===== src/rtl/rnd_clk_sched.sv =====
// Random-period clock sequencer: emits bursts of o_rnd_clk cycles whose high and
// low phase lengths come from an 8-bit LFSR, with start/stop control and a cycle count.
module rnd_clk_sched #(
    parameter int          PHASE_W  = 3,
    parameter int          CNT_W    = 16,
    parameter logic [7:0]  DEF_SEED = 8'h01
) (
    input  logic             i_clk,
    input  logic             i_rstn,
    input  logic             i_start,
    input  logic             i_stop,
    input  logic [7:0]       i_seed,
    input  logic [CNT_W-1:0] i_num_cycles,
    input  logic [3:0]       i_min_phase,
    output logic             o_rnd_clk,
    output logic             o_busy,
    output logic             o_done,
    output logic [CNT_W-1:0] o_cycle_cnt,
    output logic [7:0]       o_lfsr
);

    localparam logic [2:0] S_IDLE = 3'd0;
    localparam logic [2:0] S_LOAD = 3'd1;
    localparam logic [2:0] S_HIGH = 3'd2;
    localparam logic [2:0] S_LOW  = 3'd3;
    localparam logic [2:0] S_DONE = 3'd4;

    logic [2:0]       state_q, state_d;
    logic             rnd_q, rnd_d;
    logic [CNT_W-1:0] cnt_q, cnt_d;
    logic [7:0]       lfsr_q, lfsr_d;
    logic [4:0]       ph_q, ph_d;
    logic             stop_q, stop_d;
    logic [7:0]       seed_q, seed_d;
    logic [CNT_W-1:0] num_q, num_d;
    logic [3:0]       min_q, min_d;

    logic [7:0]       lfsr_cur;
    logic [7:0]       lfsr_step;
    logic [4:0]       len_m1;
    logic [CNT_W-1:0] cnt_inc;
    logic             last_cycle;

    // In LOAD the first HIGH phase is drawn straight from the latched seed.
    assign lfsr_cur   = (state_q == S_LOAD) ? seed_q : lfsr_q;
    assign lfsr_step  = {lfsr_cur[6:0], lfsr_cur[7] ^ lfsr_cur[5] ^ lfsr_cur[4] ^ lfsr_cur[3]};
    assign len_m1     = {1'b0, min_q} + 5'(lfsr_cur[PHASE_W-1:0]) - 5'd1;
    assign cnt_inc    = cnt_q + 1'b1;
    assign last_cycle = ((num_q != '0) && (cnt_inc == num_q)) || stop_q || i_stop;

    always_comb begin
        state_d = state_q;
        rnd_d   = rnd_q;
        cnt_d   = cnt_q;
        lfsr_d  = lfsr_q;
        ph_d    = ph_q;
        stop_d  = stop_q;
        seed_d  = seed_q;
        num_d   = num_q;
        min_d   = min_q;

        if (state_q != S_IDLE && i_stop) begin
            stop_d = 1'b1;
        end

        case (state_q)
            S_IDLE: begin
                rnd_d = 1'b0;
                if (i_start) begin
                    seed_d  = (i_seed == 8'h00) ? DEF_SEED : i_seed;
                    num_d   = i_num_cycles;
                    min_d   = (i_min_phase == 4'd0) ? 4'd1 : i_min_phase;
                    cnt_d   = '0;
                    state_d = S_LOAD;
                end
            end
            S_LOAD: begin
                state_d = S_HIGH;
                rnd_d   = 1'b1;
                ph_d    = len_m1;
                lfsr_d  = lfsr_step;
            end
            S_HIGH: begin
                if (ph_q == 5'd0) begin
                    state_d = S_LOW;
                    rnd_d   = 1'b0;
                    ph_d    = len_m1;
                    lfsr_d  = lfsr_step;
                end else begin
                    ph_d = ph_q - 5'd1;
                end
            end
            S_LOW: begin
                if (ph_q == 5'd0) begin
                    cnt_d = cnt_inc;
                    if (last_cycle) begin
                        state_d = S_DONE;
                    end else begin
                        state_d = S_HIGH;
                        rnd_d   = 1'b1;
                        ph_d    = len_m1;
                        lfsr_d  = lfsr_step;
                    end
                end else begin
                    ph_d = ph_q - 5'd1;
                end
            end
            S_DONE: begin
                state_d = S_IDLE;
                stop_d  = 1'b0;
            end
            default: begin
                state_d = S_IDLE;
                rnd_d   = 1'b0;
                stop_d  = 1'b0;
            end
        endcase
    end

    always_ff @(posedge i_clk or negedge i_rstn) begin
        if (!i_rstn) begin
            state_q <= S_IDLE;
            rnd_q   <= 1'b0;
            cnt_q   <= '0;
            lfsr_q  <= 8'h01;
            ph_q    <= 5'd0;
            stop_q  <= 1'b0;
            seed_q  <= DEF_SEED;
            num_q   <= '0;
            min_q   <= 4'd1;
        end else begin
            state_q <= state_d;
            rnd_q   <= rnd_d;
            cnt_q   <= cnt_d;
            lfsr_q  <= lfsr_d;
            ph_q    <= ph_d;
            stop_q  <= stop_d;
            seed_q  <= seed_d;
            num_q   <= num_d;
            min_q   <= min_d;
        end
    end

    assign o_rnd_clk   = rnd_q;
    assign o_busy      = (state_q != S_IDLE);
    assign o_done      = (state_q == S_DONE);
    assign o_cycle_cnt = cnt_q;
    assign o_lfsr      = lfsr_q;

endmodule


===== config.mk =====
export PLATFORM = sky130hd
export DESIGN_NAME = rnd_clk_sched
export DESIGN_NICKNAME = d
export VERILOG_FILES = /design/src/rtl/rnd_clk_sched.sv
export SDC_FILE = /design/constraint.sdc
export NUM_CORES = 1
export LEC_CHECK = 0
export CAP_MARGIN = 20
export CORE_MARGIN = 2
export CORE_UTILIZATION = 41
export DETAILED_ROUTE_END_ITERATION = 10
export GPL_ROUTABILITY_DRIVEN = 0
export PLACE_DENSITY = 0.69
export SYNTH_ARGS = -nofsm -noshare
export SYNTH_HDL_FRONTEND = slang
export SYNTH_SLANG_ARGS = --single-unit

===== constraint.sdc =====
create_clock -name i_clk -period 9.59 [get_ports i_clk]
set_input_delay 1.4385 -clock i_clk [delete_from_list [all_inputs] [get_ports i_clk]]
set_output_delay 1.4385 -clock i_clk [all_outputs]
set_load 0.02 [all_outputs]

==> Yosys cells after proc, flatten, opt, wreduce, memory -nomap -nowiden <==
Index checks and enable logic that the tools add are counted.
{ "op_classes": {"n_bitwise": 4, "add_sub_neg": 4, "n_eq_ne": 11, "muxes": 25, "reduce_logical": 19} }
{ "op_table": {"columns": ["operator", "n"], "rows": [
  ["8-bit 2-to-1 mux", 5],
  ["16-bit 2-to-1 mux", 2],
  ["16-bit one-hot mux with 2 select lines", 1],
  ["8-bit one-hot mux with 3 select lines", 1],
  ["16-bit by 1-bit adder with 16-bit output (second input constant)", 1],
  ["16-bit == test", 1],
  ["16-bit nonzero test", 1],
  ["5-bit 2-to-1 mux", 3],
  ["5-bit one-hot mux with 3 select lines", 1],
  ["3-bit 2-to-1 mux", 4],
  ["3-bit one-hot mux with 4 select lines", 1],
  ["5-bit by 1-bit subtractor with 5-bit output (second input constant)", 2],
  ["8-bit zero test", 1],
  ["2-bit != test (second input constant)", 4],
  ["4-bit AND reduction", 2],
  ["3-bit by 2-bit == test with 1-bit output (second input constant)", 2],
  ["3-bit AND reduction", 2],
  ["3-bit nonzero test", 2],
  ["4-bit by 3-bit adder with 5-bit output", 1],
  ["5-bit zero test", 1],
  ["1-bit 2-to-1 mux", 5],
  ["4-bit zero test", 1],
  ["4-bit 2-to-1 mux", 1],
  ["1-bit one-hot mux with 4 select lines", 1],
  ["12 further kinds", 17]
]} }
{ "totals": {"in_bits": 32, "register_bits": 62, "output_inout_bits": 27} }

==> Depth between registers and ports, before layout <==
{ "logic_depth": {"ltp_word": 8, "depth_mapped": 17, "mapped_depth_nobuf": 14} }

==> Worst setup path before layout <==
Ideal clock, no wire load.
{ "synth_timing": {"kind": "reg-to-reg", "startpoint": "register state_q[1]", "endpoint": "register ph_q[3]", "path_slack_ns": 6.195, "stages_incl_launch_ff": 18, "t_arrival_ns": 3.277, "setup_ns": 0.118, "path_buffers": 3, "period_less_slack_ns": 3.395, "t_required_ns": 9.472, "cell_sequence": "dfrtp_1 > clkbuf_1 > nor2_1 > or2_2 > clkbuf_1 > nor2_1 > clkbuf_1 > mux2i_1 > ha_1 > inv_1 > ha_1 > inv_1 > fa_1 > xnor2_1 > a21oi_1 > nor2_1 > a21oi_1 > nor2_1"} }
{ "synth_via": {"elab_chain_cells": 7, "elab_cells_between_ends": 13} }
{ "synth_lines": {"columns": ["element", "line", "rtl"], "rows": [
  ["from (decl)", "28", "logic [2:0] state_q, state_d;"],
  ["from (signal assigned)", "132", "state_q <= state_d;"],
  ["3-bit by 1-bit == test with 1-bit output", "45, 66", null],
  ["8-bit 2-to-1 mux", "45", "assign lfsr_cur = (state_q == S_LOAD) ? seed_q : lfsr_q;"],
  ["4-bit by 3-bit adder with 5-bit output", "47", "assign len_m1 = {1'b0, min_q} + 5'(lfsr_cur[PHASE_W-1:0]) - 5'd1;"],
  ["5-bit by 1-bit subtractor with 5-bit output", "47", null],
  ["5-bit 2-to-1 mux", "96", "if (last_cycle) begin"],
  ["5-bit 2-to-1 mux", "94", "if (ph_q == 5'd0) begin"],
  ["5-bit one-hot mux with 3 select lines", "66", "case (state_q)"],
  ["to (signal assigned)", "136", "ph_q <= ph_d;"],
  ["to (decl)", "32", "logic [4:0] ph_q, ph_d;"]
]} }
Parallel ways exist; a longest one is shown, timed or not. The select of a mux whose other input is x is not followed.
A chain may end at the register's enable or synchronous reset.

==> Worst setup path after layout <==
Ends and elaborated chain as after synthesis.

==> reports/metrics.csv <==
metric;value;unit
outcome;completed;
# hold bufs at CTS;0;
FILL cells;775;
sequential share of the synthesized area;42.1;%
WHS;0.497;ns
GRT Overall Usage;18.1;%
Reg-to-Reg Start;state_q[1];
Resize count post-CTS;0;
vias per std cell;5.57;
Total Wirelength;8420;um
Max clock buf depth;2;
setup TNS;0;ns
fin crit period;3.65;ns
Rows;34;
drt drc;0;
Netlist Area Pre-Place;3690;um2
Clock Pin Slew Worst Setup and Hold Paths;0.07;ns
CP startpoint kind;register;
layout cells sized above 1;15.7;%
first-pass GRT wire length;14100;um
Overflow after GRT;0;
Synth Register Bits;62;
# diodes;0;
yosys warns;0;
P_sw;0.721;mW
final setup fails;0;
WHS Endpoint;stop_q;
HPWL after DPL;6050;um
DRT iter0 DRCs;128;
WS Path Type;register to register;
worst-margin pin slew;0.964;ns
Max Transition Viols Final;0;
post-layout util;52.3;%
initial antenna violation count;0;
Post-synth EDFFs;0;
IO buf count;58;
via count;3008;
core outline area;8720;um2
combinational share of power;51.1;%
I/O Pins;59;
Clock H-tree levels;3;
CP endpoint kind;register;
DP Area;4330;um2
CTS tree;yes;
Sequential Power Share;33.6;%
Worst Path Arrival;3.89;ns
pwr dens;373;nW/um2
DIE WIDTH;98.9;um
Synth cell types;55;
Reg2Reg Capture Point;ph_q[3];
count of max-cap constraint violations;0;
Routed wire per std cell;15.6;um
mean post-synth cell area;9.88;um2
Relative slew margins;35.5;%
CP max FO;13;
area of the die;9790;um2
Final #Nets;468;
class of the most critical hold timing path;register to register;
Syn Nets;415;
CTS root buf;clkbuf_8;
leakage;1.86;nW
CP required;9.83;ns
Worst Hold Launch;stop_q;
worst-case reg-to-reg path depth;14;
Die Ht;98.9;um
fin area;4560;um2
Int Pwr;0.978;mW
clk sinks;62;
P&R area growth vs syn;23.3;%
dpl cells;524;
Peak Freq;274;MHz
reg-to-reg slack, setup;5.94;ns
switching part of the total;42.5;%
Num CTS Buffers;9;
largest net degree at the start of global routing;63;
Fin. Hold Viols;0;
Clock power frac;15.3;%
final cell count without fillers;540;
post-CTS setup buffers;0;
FFs w/ async S/R, synth;100;%
RSZ-0062 raised after global routing;no;
clk_lat worst skew;0.35;ns
starting density of the core;42.4;%
Hold Path Depth;2;
ys flop type;dfrtp_1;
vias in the first global route;2836;
Setup Skew;0.0119;ns
Max VDD drop;0.174;mV
Syn Inst Count;374;
drt pass-1 iters;4;
period utilization;38.0;%
Final ANT Viol Nets;0;
[power by group through the flow]
stage	clock network, mW	registers, mW	logic [mW]
5_1_grt	0.277	0.595	0.972
2_1_floorplan	0	0.558	0.620
3_5_place_dp	0	0.573	0.868
3_3_place_gp	0	0.569	0.850
4_1_cts	0.265	0.569	0.872
6_report	0.260	0.571	0.868
[critical path, cell delays in order, from the launching register on]
cell     delay [ns]
dfrtp_1        0.52
nor2_1         0.15
or2_2          0.39
nor2_1         0.76
mux2i_1        0.32
ha_1           0.26
inv_1          0.06
ha_1           0.15
inv_1          0.05
fa_1           0.37
xnor2_1        0.13
a21oi_1        0.15
nor2_1         0.05
a21oi_1        0.12
nor2_1         0.05
[kinds of logic (layout without fill, tap and decap cells)]
kind of cell             Yosys count  after routing  synth area share (%)
AO/OA/AOI/OAI                     82             82                  14.0
multiplexers                      41             41                  12.2
adder cells (fa/ha/maj)            9              9                  3.25
AND/OR/NAND/NOR                  119            119                  18.4
buffers and inverters             38             96                  4.57
XOR/XNOR                          23             23                  5.45
flip-flops                        62             62                  42.1
[flip-flops by register name, summed over array words and instances (netlist names)]
register / flops
state_q: 3
stop_q: 1
o_cycle_cnt: 16
o_lfsr: 8
seed_q: 8
num_q: 16
min_q: 4
o_rnd_clk: 1
ph_q: 5
[layout by cell type, fill, tap and decap left out, drive strengths merged, types with 8 or more instances in the layout]
cell            n
dfrtp          59
clkdlybuf4s50  57
o21ai          38
mux2           32
nor2           24
nand2          23
inv            19
a21oi          14
xnor2          13
clkbuf         11
nand3          11
xor2           10
nor4           10
mux2i           9
nor2b           9
nor3            8
ha              8
[per-stage QoR]
step	power [mW]	setup WS [ns]
floorplan	1.18	6.20
global placement	1.42	6.05
detailed placement	1.44	5.97
CTS	1.71	5.96
global route	1.84	5.65
finish	1.70	5.94
[cell usage after synthesis, types with 6 or more instances]
| cell type | instances | area [um2] |
|---|---|---|
| mux2i_1 | 9 | 90.1 |
| o21ai_0 | 38 | 190 |
| a21oi_1 | 14 | 70.1 |
| nand3_1 | 9 | 45.0 |
| inv_1 | 19 | 71.3 |
| xnor2_1 | 13 | 114 |
| o31ai_1 | 7 | 52.6 |
| mux2_2 | 32 | 360 |
| nor2_1 | 24 | 90.1 |
| nor4_1 | 8 | 50.1 |
| nor2b_1 | 9 | 56.3 |
| dfrtp_1 | 59 | 1480 |
| ha_1 | 8 | 100 |
| nor3_1 | 8 | 40.0 |
| and2_1 | 6 | 37.5 |
| clkbuf_1 | 11 | 41.3 |
| xor2_1 | 10 | 87.6 |
| nand2_1 | 23 | 86.3 |
[layout make-up]
type	instances	area (um2)	share of cell area, %
Tap cell	108	135	2.97
Inverter	19	71.3	1.57
Clock inverter	5	82.6	1.81
Sequential cell	62	1560	34.1
Clock buffer	11	141	3.10
Multi-Input combinational cell	274	1970	43.3
Timing Repair Buffer	61	598	13.1
[per-layer routing]
metal  routed length (um)  vias up  GRT usage (%)
met3                  389       12           4.75
li1                     -     1451              -
met2                 3990       79           28.5
met1                 3910     1466           24.2
met4                  138        0           6.11
met5                    0        -              0
[how the worst max path moves through the flow]
stage	start	end	cells after the start
2_1_floorplan	state_q[1]	ph_q[3]	17
3_3_place_gp	i_stop	o_lfsr[6]	4
3_5_place_dp	state_q[1]	ph_q[3]	14
4_1_cts	state_q[1]	ph_q[3]	14
5_1_grt	state_q[1]	ph_q[3]	14
6_report	state_q[1]	ph_q[3]	14
Power figures use the tool's default switching activity.
